[config.mk]
export PLATFORM = sky130hd
export DESIGN_NAME = tree_collision_detector
export DESIGN_NICKNAME = d
export VERILOG_FILES = /design/src/rtl/trees_pkg.sv /design/src/rtl/tree_priority_encoder.sv /design/src/rtl/tree_collision_detector.sv
export SDC_FILE = /design/constraint.sdc
export NUM_CORES = 1
export LEC_CHECK = 0
export ABC_CLOCK_PERIOD_IN_PS = 1800
export CELL_PAD_IN_SITES_DETAIL_PLACEMENT = 1
export CELL_PAD_IN_SITES_GLOBAL_PLACEMENT = 1
export CORE_UTILIZATION = 27
export DETAILED_ROUTE_END_ITERATION = 8
export PLACE_DENSITY_LB_ADDON = 0.1
export SYNTH_ARGS = -nofsm -noshare
export SYNTH_HDL_FRONTEND = slang
export SYNTH_SLANG_ARGS = --single-unit
[constraint.sdc]
create_clock -name clk -period 1.8 [get_ports clk]
set_clock_uncertainty 0.15 [all_clocks]
set_input_delay 0.45 -clock clk [delete_from_list [all_inputs] [get_ports clk]]
set_output_delay 0.45 -clock clk [all_outputs]
set_load 0.02 [all_outputs]
[src/rtl/trees_pkg.sv]
// ---------------------------------------------------------------------------
// trees_pkg
// Shared definitions for the tree objects: object count, index width and the
// collision detector's FSM state type. The trees mux takes its TREES_COUNT
// from here so the mux and the detector cannot disagree on the object count.
// ---------------------------------------------------------------------------
package trees_pkg;

    localparam int TREES_COUNT = 16;
    localparam int TREE_IDX_W  = $clog2(TREES_COUNT);

    typedef enum logic [1:0] {
        IDLE  = 2'd0,   // waiting for the first frame after reset
        ARMED = 2'd1,   // detection enabled for this frame
        HIT   = 2'd2,   // one-cycle collision report
        DONE  = 2'd3    // collision already reported this frame
    } coll_state_e;

endpackage

[src/rtl/tree_priority_encoder.sv]
// ---------------------------------------------------------------------------
// tree_priority_encoder
// Picks the lowest-index set bit of the per-tree coverage vector, matching
// the priority order of the trees mux.
// Ports:
//   req_i   [TREES_COUNT]  per-tree coverage of the current pixel
//   idx_o   [IDX_W]        lowest set bit index (0 when nothing is set)
//   valid_o                at least one bit of req_i is set
// ---------------------------------------------------------------------------
module tree_priority_encoder #(
    parameter int TREES_COUNT = trees_pkg::TREES_COUNT,
    parameter int IDX_W       = $clog2(TREES_COUNT)
) (
    input  logic [TREES_COUNT-1:0] req_i,
    output logic [IDX_W-1:0]       idx_o,
    output logic                   valid_o
);

    // Scan downwards so the lowest set bit is the last one written.
    always_comb begin
        idx_o   = '0;
        valid_o = 1'b0;
        for (int i = TREES_COUNT - 1; i >= 0; i--) begin
            if (req_i[i]) begin
                idx_o   = IDX_W'(i);
                valid_o = 1'b1;
            end
        end
    end

endmodule

[src/rtl/tree_collision_detector.sv]
// ---------------------------------------------------------------------------
// tree_collision_detector
// Detects the player sprite overlapping any tree, reports at most one
// collision per frame, latches which tree was hit, blocks the player until
// the next frame and keeps a saturating collision count.
//
// Optional feature: define TREE_COLLISION_DEBOUNCE_EN to require MIN_OVERLAP
// consecutive overlap pixels before a collision is reported. Without it the
// first overlap pixel of an armed frame qualifies and no run counter exists.
//
// Ports:
//   clk                   pixel clock, rising edge
//   resetN                asynchronous active-low reset
//   startOfFrame          one-cycle frame start pulse
//   playerDrawingRequest  player covers current pixel
//   treesDrawingRequest   some tree covers current pixel (trees mux output)
//   treesInsideRectangle  per-tree coverage of current pixel
//   collisionPulse        one-cycle pulse per reported collision
//   collidedTreeIdx       tree index of the last collision (held)
//   playerBlocked         high from the collision until next startOfFrame
//   collisionCount        saturating collision count since reset
// ---------------------------------------------------------------------------
module tree_collision_detector
    import trees_pkg::*;
#(
    parameter int TREES_COUNT = trees_pkg::TREES_COUNT,
    parameter int COUNT_WIDTH = 8,
    parameter int MIN_OVERLAP = 4
) (
    input  logic                           clk,
    input  logic                           resetN,
    input  logic                           startOfFrame,
    input  logic                           playerDrawingRequest,
    input  logic                           treesDrawingRequest,
    input  logic [TREES_COUNT-1:0]         treesInsideRectangle,
    output logic                           collisionPulse,
    output logic [$clog2(TREES_COUNT)-1:0] collidedTreeIdx,
    output logic                           playerBlocked,
    output logic [COUNT_WIDTH-1:0]         collisionCount
);

    localparam int IDX_W = $clog2(TREES_COUNT);

    coll_state_e            state_q;
    logic                   pulse_q;
    logic                   blocked_q;
    logic [IDX_W-1:0]       idx_q;
    logic [COUNT_WIDTH-1:0] count_q;

    logic                   overlap;
    logic                   qualify;
    logic [IDX_W-1:0]       enc_idx;
    logic                   enc_valid;

    assign overlap = playerDrawingRequest & treesDrawingRequest;

    tree_priority_encoder #(
        .TREES_COUNT (TREES_COUNT),
        .IDX_W       (IDX_W)
    ) u_prio (
        .req_i   (treesInsideRectangle),
        .idx_o   (enc_idx),
        .valid_o (enc_valid)
    );

`ifdef TREE_COLLISION_DEBOUNCE_EN
    // Run length of consecutive overlap pixels in the armed frame. The cycle
    // that would bring the run to MIN_OVERLAP is the qualifying one, so the
    // counter itself never has to hold MIN_OVERLAP.
    localparam int RUN_W = (MIN_OVERLAP > 0) ? $clog2(MIN_OVERLAP + 1) : 1;

    logic [RUN_W-1:0] run_q, run_d;

    always_comb begin
        run_d   = '0;
        qualify = 1'b0;
        if (state_q == ARMED && !startOfFrame && overlap) begin
            if (int'(run_q) + 1 >= MIN_OVERLAP) qualify = 1'b1;
            else                                run_d   = run_q + RUN_W'(1);
        end
    end

    always_ff @(posedge clk or negedge resetN) begin
        if (!resetN) run_q <= '0;
        else         run_q <= run_d;
    end
`else
    assign qualify = (state_q == ARMED) && !startOfFrame && overlap;
`endif

    // Frame start wins over everything: it re-arms from any state and drops
    // the block, discarding a same-cycle overlap.
    always_ff @(posedge clk or negedge resetN) begin
        if (!resetN) begin
            state_q   <= IDLE;
            pulse_q   <= 1'b0;
            blocked_q <= 1'b0;
            idx_q     <= '0;
            count_q   <= '0;
        end else begin
            pulse_q <= 1'b0;
            if (startOfFrame) begin
                state_q   <= ARMED;
                blocked_q <= 1'b0;
            end else begin
                case (state_q)
                    ARMED: begin
                        if (qualify) begin
                            state_q   <= HIT;
                            pulse_q   <= 1'b1;
                            blocked_q <= 1'b1;
                            // Without any coverage bit keep the previous index.
                            if (enc_valid) idx_q <= enc_idx;
                            if (count_q != '1) count_q <= count_q + COUNT_WIDTH'(1);
                        end
                    end
                    HIT:     state_q <= DONE;
                    default: state_q <= state_q;   // IDLE/DONE wait for a frame
                endcase
            end
        end
    end

    assign collisionPulse  = pulse_q;
    assign collidedTreeIdx = idx_q;
    assign playerBlocked   = blocked_q;
    assign collisionCount  = count_q;

endmodule

## Yosys cells after proc, flatten, opt, wreduce, memory -nomap -nowiden

Cells that the tools add are included.

- $mul: 0
- Equality and inequality tests: 4
- Muxes and demuxes: 41
- Bitwise logic cells: 2
- Reductions and logical operators: 10
- Divide/modulo/power cells: 0
- Shift-type cells: 0
- Magnitude comparators: 0
- Add/sub/neg operators: 1

Operators with widths:

| cell | count |
|---|---|
| 4-bit 2-to-1 mux | 16 |
| 1-bit 2-to-1 mux | 22 |
| 8-bit by 1-bit adder with 8-bit output, second input constant | 1 |
| 8-bit != test, second input constant | 1 |
| 4-bit AND reduction | 2 |
| 2-bit 2-to-1 mux | 2 |
| 2-bit case mux with 2 select lines | 1 |
| 2-bit AND reduction | 2 |
| 2-bit nonzero test | 2 |
| 3-bit != test, second input constant | 1 |
| 3-bit nonzero test | 1 |
| 2-bit by 1-bit == test with 1-bit output, second input constant | 1 |
| 2-bit == test, second input constant | 1 |
| 1-bit logical AND | 2 |
| 1-bit AND | 1 |
| 1-bit logical NOT | 1 |
| 1-bit NOT | 1 |

- Output and inout port bits: 14
- Bits in writable memories: 0
- Register bits after elaboration: 16
- Logic and storage cells: 63
- ROM bits: 0
- Memories kept: 0
- Bits in latches: 0
- Bits of input ports: 21

## Depth between registers and ports, before layout

Gate-level depths: netlist of run 1.

- Word-level depth: 17
- Gate-level depth with buffers: 6
- Mapped depth without buffers: 6

## By module

A second synthesis of run 1 with hierarchy kept.

- Cell total of the unflattened synthesis: 88
- Area, all modules: 912.1 µm²

By module, submodules not included:

| module | times used | seq. area each (µm²) | area each (µm²) | cells an instance |
|---|---|---|---|---|
| tree_collision_detector | 1 | 400.4 | 733.2 | 55 |
| tree_priority_encoder | 1 | 0.0 | 178.9 | 33 |

## Least setup slack after synthesis of run 1

OpenSTA, ideal clock, no wires.

- Kind: register to register
- From: register count_q[0] (netlist: collisionCount[0])
- To: register count_q[7] (netlist: collisionCount[7])
- Cell stages (with the launch flop): 7
- Setup slack: -140 ps
- Arrival time: 1,711 ps
- Path buffers: 0
- Data required time: 1,570 ps
- Clock period less this slack: 1,940 ps
- Library setup time: 80 ps
- Cell sequence: dfrtp_1 ha_1 nand3_2 nor3_2 or4_4 nor3_2 xor2_1

- Word-level cells in the longest chain between the ends: 2
- Elaborated cells on any way between the ends: 3
- Classes of those cells: 1 x add/sub; 1 x eq/ne; 1 x reduce/logical

RTL lines:

| what | RTL line | RTL |
|---|---|---|
| start: declaration | tree_collision_detector.sv:48 | `logic [COUNT_WIDTH-1:0] count_q;` |
| start signal: assignment | tree_collision_detector.sv:114 | `if (count_q != '1) count_q <= count_q + COUNT_WIDTH'(1);` |
| parallel branches: the longest is 2 deep, another holds 8-bit by 1-bit adder with 8-bit output | -- |  |

Several ways; the timed one is not identified.
A chain may end at the register's enable or synchronous reset.

## Worst setup path after layout of run 1

- From: register count_q[0] (netlist: collisionCount[0])
- To: register count_q[5] (netlist: collisionCount[5])

Same word-level chain as after synthesis.

==> results.md, run 1 <==
- Flop and latch count out of synthesis: 16
- Final-report max-slew violation count: 0
- Max transition margin: 76.65%
- FILL cells: 325
- Vert. Die Dim: 57.85 um
- Cell leakage power: 0.8091 nW
- Unrepaired setup endpoints after global routing: true
- Type of the worst setup path: flip-flop to flip-flop
- GRT Residual Overflow: 0
- CTS sink cnt: 16
- Post-synthesis sequential area ratio: 47.55%
- Clock slew seen by the registers of the worst setup and hold paths: 100 ps
- Number of nets in the synthesized netlist: 112
- H-tree depth reported by CTS: 1
- Multi-input gate area in the final layout: 496.7 um^2
- Failing checks: design-rule violations
- Leading cell type in the layout, fill and taps excluded: sky130_fd_sc_hd__buf_4
- Via/cell ratio: 4.995
- Final GP Congestion: 0.7320
- Hold Crit Class: input port to flip-flop
- Number of standard cells after synthesis: 90
- Mean post-synth cell area: 9.356 um^2
- Vias after detailed routing: 929
- Post-synthesis instance area: 842.1 um^2
- Detailed-route wire length: 2651 um
- Minimum clock period after layout: 1773 ps
- Rows: 19
- Maximum number of pins on one net before global-route repair: 17
- Final cell area excluding filler cells: 1544 um^2
- Area of the placeable core: 2853 um^2
- CTS Buf Count: 3
- Number of instances in the placed design: 179
- Cts-stage hold buffer count: 0
- Worst VDD drop: 0.5194 mV
- Worst Setup End Kind: flip-flop
- Signal arrival time at the worst endpoint: 1850 ps
- Insertion delay of the later-clocked pin in the worst-skew pair: 290 ps
- Effective utilization at floorplan: 29.52%
- # IOs: 35
- Vias in the first global route: 983
- Port buffer count: 34
- Number of diodes added for antenna fixing: 0
- HPWL after detailed placement: 2098 um
- DRC violation count after routing: 2
- Final setup vio count: 0
- Clock tree from TritonCTS: done
- Result of the run: finished with violations
- Final layout net count: 178
- Buffer levels on the longest clock path: 2
- Actual transition at the worst max-transition pin: 345.9 ps
- Remaining antenna violation count: 0
- Area taken by flip-flops and latches: 402.9 um^2
- Fraction of registers with async set or reset after synthesis: 100.0%
- Synth Flop Type: sky130_fd_sc_hd__dfrtp_1
- Number of iterations in the first detailed-routing pass: 6
- Fraction of final layout cells with drive strength greater than 1: 33.55%
- Die extent in x: 57.85 um
- Fmax: 564.0 MHz
- Non-filler instance count after layout: 186
- Library cells used by synthesis: 29
- First-pass GRT wire length: 4416 um
- Commonest cells after routing, fill and taps aside: sky130_fd_sc_hd__buf_4 (27), sky130_fd_sc_hd__dlygate4sd2_1 (18), sky130_fd_sc_hd__dfrtp_1 (14), sky130_fd_sc_hd__nand2_1 (10), sky130_fd_sc_hd__dlymetal6s2s_1 (9)
- Maximum Capacitance Violations: 0
- Area of placed instances: 1419 um^2
- First DRT Iteration DRCs: 24
- Die outline area: 3346 um^2
- Count of flip-flops with a built-in enable after synthesis: 0
- Pwr Density: 772.0 nW/um^2
- Root buffer cell: sky130_fd_sc_hd__clkbuf_4
- Detail-routed net length per standard cell: 14.25 um
- Max Fanout on Critical Path: 4
- Total global-route track usage: 17.38%
- Setup slack after placement: -366.3 ps
- Share of the clock period used by the worst path: 98.50%
- Setup slack after layout: 27.04 ps
- Number of warnings printed during yosys synthesis: 0
- Worst setup SP type: flip-flop
- Number of antenna violations at the first check in global routing: 0
- Area growth from synthesis to layout: 83.36%
- Req. time, crit path: 1870 ps
- Final Hold Viols: 0
[cell type report]
cell class / instances / area share [%]
Tap cell: 31 / 2.512
Multi-Input combinational cell: 67 / 32.17
Clock buffer: 4 / 2.350
Sequential cell: 16 / 26.09
Inverter: 7 / 1.702
Timing Repair Buffer: 61 / 35.17
[metal layers]
layer | part of all wire, % | wire length, um | global-route usage (%)
met1 | 45 | 1195 | 22.90
met2 | 51 | 1345 | 28.41
met3 | 3.5 | 93 | 4.911
met4 | 0.64 | 17 | 4.082
met5 | 0 | 0 | 0
[cell families after synthesis]
family | count (synthesis) | share of synthesized area, %
and+or+nand+nor | 40 | 26.30
AOI/OAI and AO/OA | 19 | 13.97
DFF | 16 | 47.55
buffers and inverters | 7 | 3.121
xor gates and xnor gates | 6 | 6.241
muxes | 1 | 1.337
adders and majority gates | 1 | 1.486
[synth_stat cells, drive strengths merged, types with 2 or more instances]
master / number / area [um^2]
a21oi: 7 / 35.03
dfrtp: 16 / 400.4
inv: 7 / 26.28
nand2: 12 / 47.55
nand2b: 2 / 15.02
nand3: 3 / 20.02
nor2: 9 / 33.78
nor3: 7 / 56.31
nor4: 5 / 31.28
o21ai: 4 / 20.02
xnor2: 2 / 17.52
xor2: 4 / 35.03
[worst paths after layout]
kind | depth (start not counted) | slack [ps] | from | endpoint
min in group asynchronous | 2 | 320 | resetN | collisionCount[6]
setup reg to reg | 6 | 30 | collisionCount[0] | collisionCount[5]
setup / recovery | 6 | 30 | collisionCount[0] | collisionCount[5]
hold reg to reg | 1 | 340 | playerBlocked | playerBlocked
hold / removal | 2 | 260 | startOfFrame | state_q[1]
max in group asynchronous | 2 | 970 | resetN | collisionCount[0]
[registers in the layout, indices dropped and copies added, names as in the netlist]
name,cells
collisionCount,8
collidedTreeIdx,4
state_q,2
collisionPulse,1
playerBlocked,1
[power by group]
group	internal, W	switching (W)	total (W)
clock	0.000123	0.000114	0.000237
combinational	0.000223	0.000221	0.000444
sequential	0.000432	0.0000784	0.000511
[stage by stage]
step | TNS [ps] | total power, W | utilization (%) | hold slack, ps
2_1_floorplan | 0 | 0.0007139 | - | 4.409
3_3_place_gp | -2374 | 0.0009691 | 49.74 | 317.5
3_5_place_dp | -2883 | 0.0009925 | 49.74 | 321.5
4_1_cts | 0 | 0.001185 | 51.10 | 326.5
5_1_grt | -68.26 | 0.001276 | 54.12 | 265.5
6_report | 0 | 0.001192 | 54.12 | 259.0
[what timing repair did]
action / 4_1_cts / 5_1_grt
setup endpoints to repair: 18 / 5
buffers inserted: 0 / 3
pin swaps: 4 / 11
resized for setup: 22 / 18
[critical path, stage by stage, from the launching register on]
cell and delay [ps]:
sky130_fd_sc_hd__dfrtp_2 450, sky130_fd_sc_hd__ha_4 170, sky130_fd_sc_hd__nand3_2 80, sky130_fd_sc_hd__nor3_2 50, sky130_fd_sc_hd__or4_4 530, sky130_fd_sc_hd__nor2_2 150, sky130_fd_sc_hd__xor2_1 140
Note: power is estimated with default switching activity, not from simulation.
==> run 2, diff against run 1 <==
CTS_CLUSTER_SIZE = 24   (was default)
==> results of run 2 <==
No change in the layout: final DEF, timing and power equal those of run 1.
